$ cat config.mk
export PLATFORM = sky130hd
export DESIGN_NAME = conf_add_budget_seq_flat
export DESIGN_NICKNAME = d
export VERILOG_FILES = /design/src/rtl/conf_add_budget_seq_if.sv /design/src/rtl/conf_add_budget_seq.sv /design/src/flat_wrapper.sv
export SDC_FILE = /design/constraint.sdc
export NUM_CORES = 1
export LEC_CHECK = 0
export ABC_AREA = 0
export CAP_MARGIN = 10
export CORE_MARGIN = 2
export CORE_UTILIZATION = 44
export CTS_BUF_LIST = sky130_fd_sc_hd__clkbuf_4 sky130_fd_sc_hd__clkbuf_8 sky130_fd_sc_hd__clkbuf_16
export DETAILED_ROUTE_END_ITERATION = 10
export PLACE_DENSITY_LB_ADDON = 0.3
export SYNTH_ARGS = -nofsm -noshare
export SYNTH_HDL_FRONTEND = slang
export SYNTH_SLANG_ARGS = --single-unit
$ cat constraint.sdc
create_clock -name clk -period 5.5 [get_ports clk]
set_clock_uncertainty 0.15 [all_clocks]
set_input_delay 0.55 -clock clk [delete_from_list [all_inputs] [get_ports clk]]
set_output_delay 0.55 -clock clk [all_outputs]
set_load 0.1 [all_outputs]
$ cat src/rtl/conf_add_budget_seq_if.sv
// Operand-pair stream into conf_add_budget_seq: valid/ready handshake carrying one a/b pair per beat.
interface conf_add_budget_seq_if #(
  parameter int DATA_W = 32
);
  logic              in_valid;
  logic              in_ready;
  logic [DATA_W-1:0] in_a;
  logic [DATA_W-1:0] in_b;

  modport master (output in_valid, in_a, in_b, input in_ready);
  modport slave  (input in_valid, in_a, in_b, output in_ready);
endinterface

$ cat src/rtl/conf_add_budget_seq.sv
// Job sequencer around a combinational accurate/approximate adder: spends an approximate budget first,
// then goes accurate, and accumulates the job sum. Define CONF_ADD_SEQ_SAT_EN for a saturating accumulator plus sat_flag.
module conf_add_budget_seq #(
  parameter int DATA_W = 32,
  parameter int CNT_W  = 16,
  parameter int ACC_W  = 48
) (
  input  logic                 clk,
  input  logic                 rst,
  input  logic                 start,
  input  logic [CNT_W-1:0]     len,
  input  logic [CNT_W-1:0]     apx_budget,
  input  logic                 force_acc,
  conf_add_budget_seq_if.slave in_bus,
  output logic [DATA_W-1:0]    add_a,
  output logic [DATA_W-1:0]    add_b,
  output logic                 add_acc_sel,
  input  logic [DATA_W:0]      add_d,
  output logic                 busy,
  output logic                 res_valid,
  output logic [ACC_W-1:0]     res_sum,
  output logic [CNT_W-1:0]     apx_used
`ifdef CONF_ADD_SEQ_SAT_EN
  ,
  output logic                 sat_flag
`endif
);

  typedef enum logic [1:0] {IDLE, RUN, DONE} state_t;

  state_t           state;
  logic [CNT_W-1:0] len_q;
  logic [CNT_W-1:0] budget_q;
  logic [CNT_W-1:0] issued;
  logic             s1_vld;

  logic             hs;
  logic             sel_next;
  logic [ACC_W-1:0] add_ext;
  logic [ACC_W-1:0] sum_next;

  assign in_bus.in_ready = (state == RUN) && (issued < len_q);
  assign hs              = in_bus.in_valid && in_bus.in_ready;
  assign busy            = (state != IDLE);

  // Once the budget is spent every op goes accurate; forced ops never consume budget.
  assign sel_next = force_acc || (apx_used >= budget_q);
  assign add_ext  = ACC_W'(add_d);

`ifdef CONF_ADD_SEQ_SAT_EN
  logic [ACC_W:0] sum_wide;
  logic           sat_hit;
  assign sum_wide = {1'b0, res_sum} + {1'b0, add_ext};
  assign sat_hit  = sum_wide[ACC_W];
  assign sum_next = sat_hit ? {ACC_W{1'b1}} : sum_wide[ACC_W-1:0];
`else
  assign sum_next = res_sum + add_ext;
`endif

  always_ff @(posedge clk or posedge rst) begin
    if (rst) begin
      state       <= IDLE;
      len_q       <= '0;
      budget_q    <= '0;
      issued      <= '0;
      s1_vld      <= 1'b0;
      add_a       <= '0;
      add_b       <= '0;
      add_acc_sel <= 1'b0;
      res_valid   <= 1'b0;
      res_sum     <= '0;
      apx_used    <= '0;
`ifdef CONF_ADD_SEQ_SAT_EN
      sat_flag    <= 1'b0;
`endif
    end else begin
      res_valid <= 1'b0;
      s1_vld    <= 1'b0;

      // Stage 2: the adder output for last cycle's operands is folded in here.
      if (s1_vld) begin
        res_sum <= sum_next;
`ifdef CONF_ADD_SEQ_SAT_EN
        if (sat_hit) sat_flag <= 1'b1;
`endif
      end

      case (state)
        IDLE: begin
          if (start) begin
            len_q    <= len;
            budget_q <= apx_budget;
            res_sum  <= '0;
            apx_used <= '0;
            issued   <= '0;
            s1_vld   <= 1'b0;
`ifdef CONF_ADD_SEQ_SAT_EN
            sat_flag <= 1'b0;
`endif
            if (len == '0) begin
              state     <= DONE;
              res_valid <= 1'b1;
            end else begin
              state <= RUN;
            end
          end
        end

        RUN: begin
          if (hs) begin
            add_a       <= in_bus.in_a;
            add_b       <= in_bus.in_b;
            add_acc_sel <= sel_next;
            if (!sel_next) apx_used <= apx_used + 1'b1;
            issued      <= issued + 1'b1;
            s1_vld      <= 1'b1;
          end
          // Last op is accumulating on this edge, so the sum is final right after it.
          if (s1_vld && (issued == len_q)) begin
            state     <= DONE;
            res_valid <= 1'b1;
          end
        end

        DONE:    state <= IDLE;
        default: state <= IDLE;
      endcase
    end
  end

endmodule

$ cat src/flat_wrapper.sv
// flat-port wrapper written by rule: the top's interface ports become plain ports
module conf_add_budget_seq_flat 
#(
  parameter int DATA_W = 32,
  parameter int CNT_W  = 16,
  parameter int ACC_W  = 48
)
  (clk, rst, start, len, apx_budget, force_acc, add_a, add_b, add_acc_sel, add_d, busy, res_valid, res_sum, apx_used, in_bus_in_valid, in_bus_in_a, in_bus_in_b, in_bus_in_ready);
  conf_add_budget_seq_if #(.DATA_W(DATA_W)) in_bus_i ();
  input  logic clk;
  input  logic rst;
  input  logic start;
  input  logic [CNT_W-1:0] len;
  input  logic [CNT_W-1:0] apx_budget;
  input  logic force_acc;
  output logic [DATA_W-1:0] add_a;
  output logic [DATA_W-1:0] add_b;
  output logic add_acc_sel;
  input  logic [DATA_W:0] add_d;
  output logic busy;
  output logic res_valid;
  output logic [ACC_W-1:0] res_sum;
  output logic [CNT_W-1:0] apx_used;
  input wire logic [$bits(in_bus_i.in_valid)-1:0] in_bus_in_valid;
  input wire logic [$bits(in_bus_i.in_a)-1:0] in_bus_in_a;
  input wire logic [$bits(in_bus_i.in_b)-1:0] in_bus_in_b;
  output wire logic [$bits(in_bus_i.in_ready)-1:0] in_bus_in_ready;
  assign in_bus_i.in_valid = in_bus_in_valid;
  assign in_bus_i.in_a = in_bus_in_a;
  assign in_bus_i.in_b = in_bus_in_b;
  assign in_bus_in_ready = in_bus_i.in_ready;
  conf_add_budget_seq #(.DATA_W(DATA_W), .CNT_W(CNT_W), .ACC_W(ACC_W)) u_core (.clk(clk), .rst(rst), .start(start), .len(len), .apx_budget(apx_budget), .force_acc(force_acc), .in_bus(in_bus_i), .add_a(add_a), .add_b(add_b), .add_acc_sel(add_acc_sel), .add_d(add_d), .busy(busy), .res_valid(res_valid), .res_sum(res_sum), .apx_used(apx_used));
endmodule
==> results of run 1 <==
logic make-up after synthesis:
group	count (synthesis)	synth area share, %
buf+inv	82	3.38
flops	181	46.2
compound gates	207	12.9
fa+ha+maj	68	8.75
simple gates	302	14.4
mux	80	8.99
xor+xnor	60	5.36
power by group:
| group | switching (mW) | leakage [nW] | internal, mW |
|---|---|---|---|
| clock | 0.622 | 0.306 | 0.664 |
| sequential | 0.226 | 2.12 | 1.56 |
| combinational | 2.53 | 3.64 | 1.11 |
| total | 3.38 | 6.07 | 3.33 |
routing by layer:
layer  routed length [µm]  vias up  part of all wire [%]
met5                    0        -                     0
met4                  519        0                   2.0
met1                11400     3910                    43
li1                     -     3960                     -
met3                 2050       35                   7.8
met2                12300      270                    47
area by class of cell:
class	instances	area [µm²]	area share, %
Clock buffer	17	425	3.19
Clock inverter	15	208	1.56
Inverter	47	180	1.35
Multi-Input combinational cell	717	4950	37.1
Sequential cell	181	4530	34.0
Tap cell	280	350	2.63
Timing Repair Buffer	269	2700	20.2
metrics by stage:
step                hold WS [ns]  worst slack, ns  total power, mW  std cells
floorplan                  0.300             2.03             4.57        980
global placement           0.315             1.83             5.40       1494
detailed placement         0.324             1.80             5.42       1494
CTS                        0.344             1.34             6.74       1526
global route               0.365             1.20             7.07       1526
finish                     0.345             1.35             6.71       1526
registers in the layout (all words and copies together), names as in the netlist:
signal / flops
u_core.add_b: 32
u_core.add_a: 32
u_core.state: 2
u_core.res_valid: 1
u_core.issued: 16
u_core.apx_used: 16
u_core.budget_q: 16
u_core.s1_vld: 1
u_core.len_q: 16
u_core.res_sum: 48
u_core.add_acc_sel: 1
cell usage in the layout (no fill, tap or decap), types with 3 or more instances in the layout:
master                            instances
sky130_fd_sc_hd__a211o_1                  4
sky130_fd_sc_hd__a211oi_1                 8
sky130_fd_sc_hd__a21o_1                  19
sky130_fd_sc_hd__a21oi_1                 55
sky130_fd_sc_hd__a31oi_1                  4
sky130_fd_sc_hd__and2_1                   5
sky130_fd_sc_hd__and3_1                  22
sky130_fd_sc_hd__and4_1                   3
sky130_fd_sc_hd__buf_4                    3
sky130_fd_sc_hd__clkbuf_16               17
sky130_fd_sc_hd__clkdlybuf4s50_1        265
sky130_fd_sc_hd__clkinv_8                 6
sky130_fd_sc_hd__dfrtp_1                181
sky130_fd_sc_hd__ha_1                    67
sky130_fd_sc_hd__inv_1                   44
sky130_fd_sc_hd__inv_8                    4
sky130_fd_sc_hd__mux2_2                  65
sky130_fd_sc_hd__mux2i_1                 15
sky130_fd_sc_hd__nand2_1                 96
sky130_fd_sc_hd__nand2b_1                 8
sky130_fd_sc_hd__nand3_1                 18
sky130_fd_sc_hd__nand4_1                 21
sky130_fd_sc_hd__nor2_1                  92
sky130_fd_sc_hd__nor2b_1                  5
sky130_fd_sc_hd__nor3_1                   3
sky130_fd_sc_hd__nor3b_1                  4
sky130_fd_sc_hd__nor4_1                   8
sky130_fd_sc_hd__o2111ai_1                3
sky130_fd_sc_hd__o211ai_1                 3
sky130_fd_sc_hd__o21a_1                   3
sky130_fd_sc_hd__o21ai_0                 74
sky130_fd_sc_hd__o21ai_1                  5
sky130_fd_sc_hd__o21bai_1                 5
sky130_fd_sc_hd__o31ai_1                  3
sky130_fd_sc_hd__or2_2                    3
sky130_fd_sc_hd__or3_1                    8
sky130_fd_sc_hd__xnor2_1                 15
sky130_fd_sc_hd__xor2_1                  45
worst min-delay path: cells and delay by family, from the launching register on:
| family | cells | cell delay (ns) |
|---|---|---|
| and+or+nand+nor | 2 | 0.11 |
| DFF | 1 | 0.36 |
how the worst max path moves through the flow:
stage,startpoint,end,depth (start not counted)
floorplan,u_core.res_sum[6],u_core.res_sum[37],12
global placement,u_core.issued[9],in_bus_in_ready,8
detailed placement,add_d[6],u_core.res_sum[47],11
CTS,u_core.issued[9],in_bus_in_ready,8
global route,u_core.issued[9],in_bus_in_ready,8
finish,u_core.issued[9],in_bus_in_ready,8
==> flow_results.org, run 1 <==
** Outcome
- The run finished with clean final reports.

** Synth
- Synthesized netlist cell count :: 980
- A synthesized cell averages 10.0 µm².
- By count the netlist is led by sky130_fd_sc_hd__dfrtp_1 (181), sky130_fd_sc_hd__nand2_1 (96), sky130_fd_sc_hd__nor2_1 (92).
- Share of synthesized flip-flops with an asynchronous set or reset :: 100%
- Among all flip-flop cells after synthesis, the most frequent one is sky130_fd_sc_hd__dfrtp_1.
- The mapped netlist covers 9810 µm².
- Ranked by total cell area, the synthesized netlist is headed by sky130_fd_sc_hd__dfrtp_1 (46%), sky130_fd_sc_hd__ha_1 (8.5%), sky130_fd_sc_hd__mux2_2 (7.5%).
- The largest total area in the synthesized netlist belongs to sky130_fd_sc_hd__dfrtp_1.
- Cell variety after synth :: just over 60
- Yosys printed 0 warnings.
- Synthesized netlist net count :: 1182
- Most frequently used cell type in the post-synthesis netlist :: sky130_fd_sc_hd__dfrtp_1
- Sequential element share of the synthesized area :: 46.2%
- The synthesized design contains 181 register bits.
- In this run the biggest area consumer among cell types represents 46.2% of the synthesized area.
- The synthesized design contains 0 enable-type register cells.

** Timing
- Adding up every negative setup slack in the final design gives 0 ns.
- Final Cycle Share :: 75.5%
- The number of failing hold endpoints at the final stage was 0.
- Worst Tran Pin Value :: roughly 1.1 ns
- Unrepaired setup endpoints after global routing :: false
- Static timing analysis puts the maximum clock frequency at 0.241 GHz.
- Rel. slew slack :: 27.1%
- Number of endpoints failing setup at the final stage :: 0
- The worst path in the final design needs a cycle of 4.15 ns, including I/O delays and setup.
- Slew Viols, Final :: 0

** Critical path
- The worst setup path is of the reg -> out kind.
- Counting both buffers and inverters, the worst setup path holds a total of 1.
- For flop-to-flop paths, the worst setup slack is ~1.8 ns.
- The critical path goes through ha_1 > a21o_1 > a21o_1 > a21oi_1 > nor2_1 > nor4_1 > and3_1 > clkdlybuf4s50_1.
- Delay of the slowest cell on the worst path :: 1.15 ns
- Reg-to-reg critical path startpoint :: u_core.issued[9]
- Critical Path End Type :: output pin
- Grouping stages by cell kind, the critical path spends the most delay in buffers and inverters.
- Critical register-to-register path endpoint :: u_core.issued[14]
- The cell that appears most often on the critical path is sky130_fd_sc_hd__a21o_1.
- Counting cells, the worst reg-to-reg path comes to 11.
- STA classifies the critical path startpoint as a flop.
- STA puts the critical path data required time at roughly 4.8 ns.
- In this run the worst path has a maximum fanout of 4.
- The largest individual stage delay along the critical path comes from the cell sky130_fd_sc_hd__clkdlybuf4s50_1.
- Data on the critical path arrives at its endpoint at 3.45 ns.

** CTS
- Buffer count from post-CTS setup fixing :: 0
- Root Buffer :: sky130_fd_sc_hd__clkbuf_16
- Clock-pin slew was measured on the worst setup and hold paths at 0.08 ns.
- CTS sink cnt :: 181
- Count of instances resized after the clock tree is built :: 0
- CTS buffer count :: 17
- The H-tree was split into 4 levels.
- Hold repair after CTS inserted 0 buffers.
- Buffer depth of the longest clock path :: 2
- At the later pin of the worst-skew pair, clock insertion delay measures between 0.4 and 0.5 ns.
- Clock tree from TritonCTS :: yes

** Finish
- Cells fill 61.1% of the core in the end.
- After routing the design area is 13300 µm².
- Fraction of layout cells with a size suffix above 1 :: about a tenth
- ANT cells :: 0
- Layout fillers :: 1796
- The final layout contains 1435 nets.
- Compared with the post-synthesis result, the final layout area differs by 36.0%.

** Die
- In this run the horizontal extent of the chip is 153 µm.
- Measured along the y axis, the die boundary spans 153 µm.
- ~270 I/O pins were placed.
- The total area inside the core boundary comes to 21800 µm².
- The floorplan has 54 rows.
- For this configuration, the core starts out at a cell density of 44.9%.
- Total die area :: 23500 µm²

** Pwr
- Lkg Pwr :: approximately 6 nW
- Power density over the cells :: 503 nW/µm²
- IR analysis of the VDD net gives a maximum drop of 0.335 mV.

** Global route
- In the global route stage, met3 resource usage came out at 6.49%.
- Overflow left after global routing :: 0
- Routing usage on met1 :: between 20% and 30%
- Global-route met2 utilization :: 35.9%
- The number of antenna violations at the first check in global routing is 0.
- met2 is the most crowded layer.
- Number of global-route vias before repair :: 8136
- Overall fraction of global-route tracks in use :: 22.5%
- The first global-routing pass estimated 42.6 mm of wire.
- Entering global routing, the biggest net connects 182 pins.

** Routing
- Count of TritonRoute iterations in the first routing pass :: 5
- The routed layout has 8175 vias.
- After detailed routing, the number of remaining DRC violations is 0.
- The detail route stage leaves a number of antenna-violating nets equal to 0.
- Number of violations reported at the end of detailed-routing iteration 0 :: ~540
- Detail-routed net length per standard cell :: 17.3 µm
- Detailed-route vias per instance :: 5.36
- Final wirelength :: approximately 26 mm

** Run
- MaxCap Viol Count :: 0

** Worst hold path
- Hold Crit Class :: reg -> reg
- The worst hold path begins at u_core.budget_q[0].
- Worst hold endpoint :: u_core.budget_q[0]
- Count of cells along the worst hold path :: 2

** Place
- Final estimated routing congestion in global placement :: 0.923
- After detailed placement, the total cell area comes to 12700 µm².
- Detailed placement ended at an HPWL of 18.8 mm.
- Port-buffer cells :: 265
Note: power is estimated with default switching activity, not from simulation.
==> run 2, diff against run 1 <==
==> constraint.sdc (replaced) <==
create_clock -name clk -period 3.4 [get_ports clk]
set_clock_uncertainty 0.15 [all_clocks]
set_input_delay 0.34 -clock clk [delete_from_list [all_inputs] [get_ports clk]]
set_output_delay 0.34 -clock clk [all_outputs]
set_load 0.1 [all_outputs]
==> flow_results.org, run 2 (synthesis gave the netlist of run 1 again) <==
** Outcome
- Status :: finished clean

** Timing
- Setup repair after global routing left no endpoint under its margin.
- The worst pin sits at a relative slew slack of approximately 30%.
- Max Clock Freq :: 0.320 GHz
- Setup violations remaining at the end of the flow were counted as 0.
- Worst Tran Pin Value :: between 1 and 1.5 ns
- Final critical delay including setup and external delays :: 3.13 ns
- Count of endpoints failing hold in the final timing report :: 0
- Summed over all failing endpoints, the final setup total negative slack is 0 ns.
- Slew Viols, Final :: 0
- Min setup slack post-route :: 0.273 ns
- Hold is met by 0.0906 ns.
- In the finished design, the share of the clock period the worst path needs comes to about nine tenths.

** Finish
- In the final design database the tool counted around 1.5k nets.
- Biggest registers after layout :: u_core.res_sum: 48 flops, u_core.add_a: 32 flops, u_core.add_b: 32 flops
- Synth-to-layout area growth :: 38.0%
- Layout fillers :: 1810
- Leading cell types in the layout, fill and taps excluded :: sky130_fd_sc_hd__clkdlybuf4s50_1 (253), sky130_fd_sc_hd__dfrtp_1 (179), sky130_fd_sc_hd__nand2_1 (96)
- Cells with a size suffix above 1 make up 12.1% of the layout.
- The register with the most flip-flops in the layout has 48 of them.
- Leaving out fill and tap cells, the most frequent cell in the layout is sky130_fd_sc_hd__clkdlybuf4s50_1.
- The register with the most flip-flops in the final layout is u_core.res_sum.
- Share of the core filled with cells in the final layout :: 62.0%

** Die
- Total die area :: 23500 µm²
- The floorplan has 54 rows.
- Core area :: roughly 22000 µm²
- Horiz. Die Dim :: 153 µm
- Vertical extent of the die :: around 150 µm
- 266 I/O pins were placed.
- Starting density of the core :: 44.9%

** CTS
- Buffers inserted to repair hold after CTS numbered 0.
- The clock net in this run drives a total of 181 sinks.
- Clock tree from TritonCTS :: yes
- The root buffer cell chosen for the clock tree is sky130_fd_sc_hd__clkbuf_16.
- Buffer depth of the longest clock path :: 2
- CTS buffer count :: 17
- The H-tree was split into 4 levels.
- The number of gates resized after CTS was 0.
- Insertion delay to the later sink of the worst-skew pair :: roughly 0.43 ns
- Clock-pin slew reported for the worst setup and hold paths after clock tree synthesis :: 0.08 ns
- The number of setup buffers added after CTS is 0.

** Critical path
- STA classifies the critical path startpoint as a flop.
- The startpoint identified for the worst register-to-register timing path is u_core.res_sum[2].
- Reg2reg path depth :: 11
- Critical path peak fanout :: 5
- Critical Path End Type :: flop
- The worst setup path is of the reg -> reg kind.
- Across all register-to-register paths, the minimum setup slack is 0.27 ns.
- Data arrival time of the worst path :: 3.27 ns
- STA puts the critical path data required time at 3.54 ns.
- Critical register-to-register path endpoint :: u_core.res_sum[37]

** Pwr
- Lkg Pwr :: 6.20 nW
- The design draws 11.1 mW.
- Power density over the cells :: 820 nW/µm²
- VDD IR max :: 0.575 mV

** Routing
- In the final routed layout, each cell accounts on average for ~17 µm.
- Number of violations reported at the end of detailed-routing iteration 0 :: 478
- The detail route stage leaves a number of antenna-violating nets equal to 0.
- DRC viols :: 0
- The first TritonRoute pass finished after 7 iterations.
- Final wirelength :: around 27 mm
- Dividing the detail-routed via count by the number of cells gives roughly 5.3.
- Via total after detailed routing :: 8280

** Global route
- Overflow left after global routing :: 0
- Number of antenna violations at the first check in global routing :: 0
- The number of global-route vias before repair is 8425.
- Overall fraction of global-route tracks in use :: 23.0%
- First-pass GRT wire length :: ~44 mm
- Entering global routing, the biggest net connects 74 pins.

** Place
- Setup slack after placement :: -0.111 ns
- Port-buffer cells :: 265
- Detailed placement finished with a half-perimeter wire length of 19.8 mm.
- Routability-driven placement finished with a final weighted congestion of 0.865.

** Run
- MaxCap Viol Count :: 0

** Worst hold path
- The worst hold path belongs to the class in -> async.
## run 2: changes by cell type in the layout (fill, tap and decap cells not counted), sizes merged
cell	previous run	this run
bufinv	1	2
diode	0	1
clkinv	9	5
inv	51	53
buf	4	37
clkdlybuf4s50	265	253
clkinvlp	1	2
## run 2: routing by layer
metal | global-route usage, % | share of wire [%] | vias to the layer above
met2 | 37.0 | 47 | 246
met1 | 30.1 | 44 | 3998
met5 | 0 | 0 | -
met4 | 7.80 | 2.4 | 0
li1 | - | - | 3993
met3 | 6.24 | 6.8 | 43
## run 2: cell type report
cell class	instances	area (µm²)	area share [%]
flip-flops and latches	181	4530	33.5
repair buffers	290	2890	21.3
inverters	47	180	1.33
clock buffers	17	425	3.14
clock inverters	15	206	1.52
well taps	280	350	2.59
diodes	1	2.50	0.0185
multi-input cells	717	4960	36.6
## run 2: stage by stage
stage,instances,instance area [µm²]
2_1_floorplan,980,9810
3_3_place_gp,1515,12900
3_5_place_dp,1515,12900
4_1_cts,1547,13500
5_1_grt,1547,13500
6_report,1548,13500
## run 2: worst max-delay path by stage
stage | startpoint | to | slack, ns | cells after the start
floorplan | u_core.res_sum[5] | u_core.res_sum[37] | 0.02 | 11
global placement | add_d[2] | u_core.res_sum[43] | -0.04 | 12
detailed placement | add_d[2] | u_core.res_sum[37] | -0.11 | 12
CTS | u_core.res_sum[2] | u_core.res_sum[37] | 0.23 | 11
global route | u_core.res_sum[2] | u_core.res_sum[37] | 0.03 | 11
finish | u_core.res_sum[2] | u_core.res_sum[37] | 0.27 | 11
## run 2: report_power, final
group          switching (mW)  total (mW)  internal [mW]
Sequential              0.362        2.88           2.52
Clock                   0.996        2.13           1.14
Combinational            4.18        6.08           1.90
Total                    5.53        11.1           5.56
## run 2: critical path: stages, from the launching register on
cell and delay [ns]:
sky130_fd_sc_hd__dfrtp_2 0.42, sky130_fd_sc_hd__ha_1 0.31, sky130_fd_sc_hd__a21oi_1 0.21, sky130_fd_sc_hd__a21oi_2 0.12
sky130_fd_sc_hd__a211oi_4 0.31, sky130_fd_sc_hd__a2111oi_2 0.14, sky130_fd_sc_hd__or3_1 0.39, sky130_fd_sc_hd__o2111a_4 0.34
sky130_fd_sc_hd__buf_4 0.15, sky130_fd_sc_hd__o2111ai_1 0.21, sky130_fd_sc_hd__xor2_1 0.16, sky130_fd_sc_hd__nor2_1 0.06
==> run 3, diff against run 2 <==
--- a/config.mk
+++ b/config.mk
@@ -7,6 +7,7 @@
 export LEC_CHECK = 0
 export ABC_AREA = 0
 export CAP_MARGIN = 10
+export CORE_ASPECT_RATIO = 0.6
 export CORE_MARGIN = 2
 export CORE_UTILIZATION = 44
 export CTS_BUF_LIST = sky130_fd_sc_hd__clkbuf_4 sky130_fd_sc_hd__clkbuf_8 sky130_fd_sc_hd__clkbuf_16
==> flow_results.org, run 3 (synthesis gave the netlist of run 1 again) <==
** Die
- The floorplan step defined a die boundary enclosing 23500 µm².
- Core area :: 22000 µm²
- Horiz. Die Dim :: 197 µm
- I/O pin total :: 266
- The initial utilization of the core area, before any placement, comes to between 40% and 50%.
- Vertical extent of the die :: between 100 and 150 µm
- Number of standard-cell rows in the floorplan :: 42

** Global route
- First-pass GRT wire length :: ~43 mm
- Overall fraction of global-route tracks in use :: between 20% and 30%
- Global routing consumed, on the met1 layer, a little over a third of the routing resources.
- Overflow left after global routing :: 0
- Number of global-route vias before repair :: 8175
- In the global route stage, met2 resource usage came out at 33.9%.
- The number of antenna violations at the first check in global routing was 0.
- Layer carrying the most global-route usage :: met1
- For this run, global-route usage on met3 was measured as 5.06%.
- Entering global routing, the biggest net connects 69 pins.

** Routing
- Number of violations reported at the end of detailed-routing iteration 0 :: 516
- In the final routed layout, each cell accounts on average for roughly 17 µm.
- Count of TritonRoute iterations in the first routing pass :: 5
- Number of nets with antenna violations after detailed routing :: 0
- After detailed routing, the number of remaining DRC violations is 0.
- Via total after detailed routing :: 8359
- Final wirelength :: 27.2 mm
- In the routed layout, each cell is associated on average with a via count of 5.31.

** Finish
- The final layout contains approximately 1.5k nets.
- Multi-input gate area in the final layout :: 4960 µm²
- Largest Register :: u_core.res_sum
- Most common cell after layout, fill and taps aside :: sky130_fd_sc_hd__clkdlybuf4s50_1
- Biggest registers after layout :: u_core.res_sum: 48 flops, u_core.add_a: 32 flops, u_core.add_b: 32 flops
- In the layout the commonest cells are sky130_fd_sc_hd__clkdlybuf4s50_1 (256), sky130_fd_sc_hd__dfrtp_1 (179), sky130_fd_sc_hd__nand2_1 (96).
- In the final layout, the share of cells above drive strength 1 is 13.4%.
- Layout fillers :: about 1.9k
- Synth-to-layout area growth :: 38.9%
- ANT cells :: 0
- Flip-flop count of the largest register, all copies and words added :: 48
- After routing the design area is 13600 µm².
- Summing all flip-flop and latch instances after layout gives ~4500 µm².

** CTS
- CTS sink cnt :: 181
- In this run the clock root is driven by a sky130_fd_sc_hd__clkbuf_16.
- Deepest level of the CTS H-tree :: 4
- Count of instances resized after the clock tree is built :: 0
- TritonCTS built the clock tree.
- Clock-pin slew reported for the worst setup and hold paths after clock tree synthesis :: 0.07 ns
- Buffers added to address setup during post-CTS repair amount to 0.
- After clock tree synthesis, the flow added hold-fix buffers numbering 0.
- The clock passes through at most 2 buffers.
- Clock tree synthesis inserted a total of 17 buffers.
- Insertion delay to the later sink of the worst-skew pair :: 0.43 ns

** Critical path
- In this run the critical register-to-register path is captured at u_core.res_sum[37].
- Among all stages on the critical path, the largest delay is contributed by sky130_fd_sc_hd__dfrtp_2.
- STA puts the critical path data arrival time at 3.44 ns.
- Walking the worst path, the cells encountered are ha_1 > a21oi_1 > a21oi_2 > a211oi_2 > a2111oi_2 > buf_4 > or3_1 > o2111a_4 > buf_4 > o2111ai_1 > xor2_1 > nor2_1.
- Across all register-to-register paths, the minimum setup slack is about 0.12 ns.
- The critical path is of the reg -> reg type.
- Critical path peak fanout :: 4
- Critical Path Start Type :: flop
- The worst setup path is captured at a flop.
- Reg2reg path depth :: 12
- Most prevalent standard cell on the critical path :: sky130_fd_sc_hd__buf_4
- STA puts the critical path data required time at 3.57 ns.
- In this run the critical register-to-register path is launched from u_core.res_sum[2].
- The largest single stage delay on the critical path is around 0.43 ns.

** Timing
- Worst Tran Pin Value :: 1.04 ns
- Unrepaired setup endpoints after global routing :: false
- Final Cycle Share :: approximately 96%
- The smallest clock period supported by the final layout is computed as 3.28 ns.
- Setup violations remaining at the end of the flow were counted as 0.
- On the final layout, the worst hold slack is 0.220 ns.
- Max Clock Freq :: 0.305 GHz
- For the final routed database, the setup TNS stands at 0 ns.
- Count of endpoints failing hold in the final timing report :: 0
- Headroom to the max-slew limit came out at 30.2%.
- Slew Viols, Final :: 0

** Outcome
- Status :: finished clean

** Pwr
- Summing internal, switching and leakage power gives 11.1 mW.
- VDD IR max :: 0.658 mV
- Power density over the cells :: 815 nW/µm²
- Lkg Pwr :: around 6.3 nW

** Run
- MaxCap Viol Count :: 0

** Place
- At the end of routability-driven placement, the weighted congestion stood at 0.913.
- During placement, the flow inserted port buffers numbering 265.
- After legalization and detailed placement, the total HPWL measured just over 20 mm.
- In this run the cell area measured after placement is 13000 µm².

** Worst hold path
- Hold Crit Class :: in -> async
run 3: cell count changes in the layout (fill, tap and decap cells not counted), sizes merged:
cell	change
diode	-1
clkbuf	+2
clkdlybuf4s50	+3
inv	-4
bufinv	-1
clkinv	+3
buf	+17
run 3: worst max-delay path, delay by kind of cell, from the launching register on:
kind	cells	cell delay (ns)
AO/OA/AOI/OAI	6	1.35
XOR/XNOR	1	0.17
adder cells (fa/ha/maj)	1	0.32
buffers and inverters	2	0.31
flip-flops	1	0.43
AND/OR/NAND/NOR	2	0.43
run 3: through the flow:
step | setup WS (ns) | std cells | utilization [%]
detailed placement | -0.191 | 1541 | 59.4
finish | 0.124 | 1573 | 62.0
CTS | 0.163 | 1573 | 62.0
global route | 0.0417 | 1573 | 62.0
floorplan | 0.0197 | 980 | -
global placement | -0.175 | 1541 | 59.4
run 3: report_power, final:
group | internal (mW) | leakage, nW | switching, mW | total, mW
Combinational | 2.00 | 3.87 | 4.27 | 6.27
Clock | 1.06 | 0.284 | 0.896 | 1.96
Sequential | 2.52 | 2.12 | 0.355 | 2.88
run 3: area by class of cell:
type | instances | area share, %
clock buffer | 19 | 3.33
multi-input combinational | 717 | 36.4
timing repair buffer | 310 | 22.2
tap | 286 | 2.63
sequential | 181 | 33.3
clock inverter | 13 | 0.900
inverter | 47 | 1.32
run 3: layer usage:
metal	part of all wire [%]	up-vias
li1	-	4046
met1	51	4025
met2	42	268
met3	6.4	20
met4	0.88	0
met5	0	-
run 3: how the worst max path moves through the flow:
stage,start,endpoint,slack (ns),cells past startpoint
global placement,add_d[2],u_core.res_sum[39],-0.17,13
floorplan,u_core.res_sum[5],u_core.res_sum[37],0.02,11
global route,u_core.issued[9],u_core.issued[4],0.04,12
finish,u_core.res_sum[2],u_core.res_sum[37],0.12,12
detailed placement,add_d[2],u_core.res_sum[37],-0.19,13
CTS,u_core.res_sum[2],u_core.res_sum[37],0.16,12
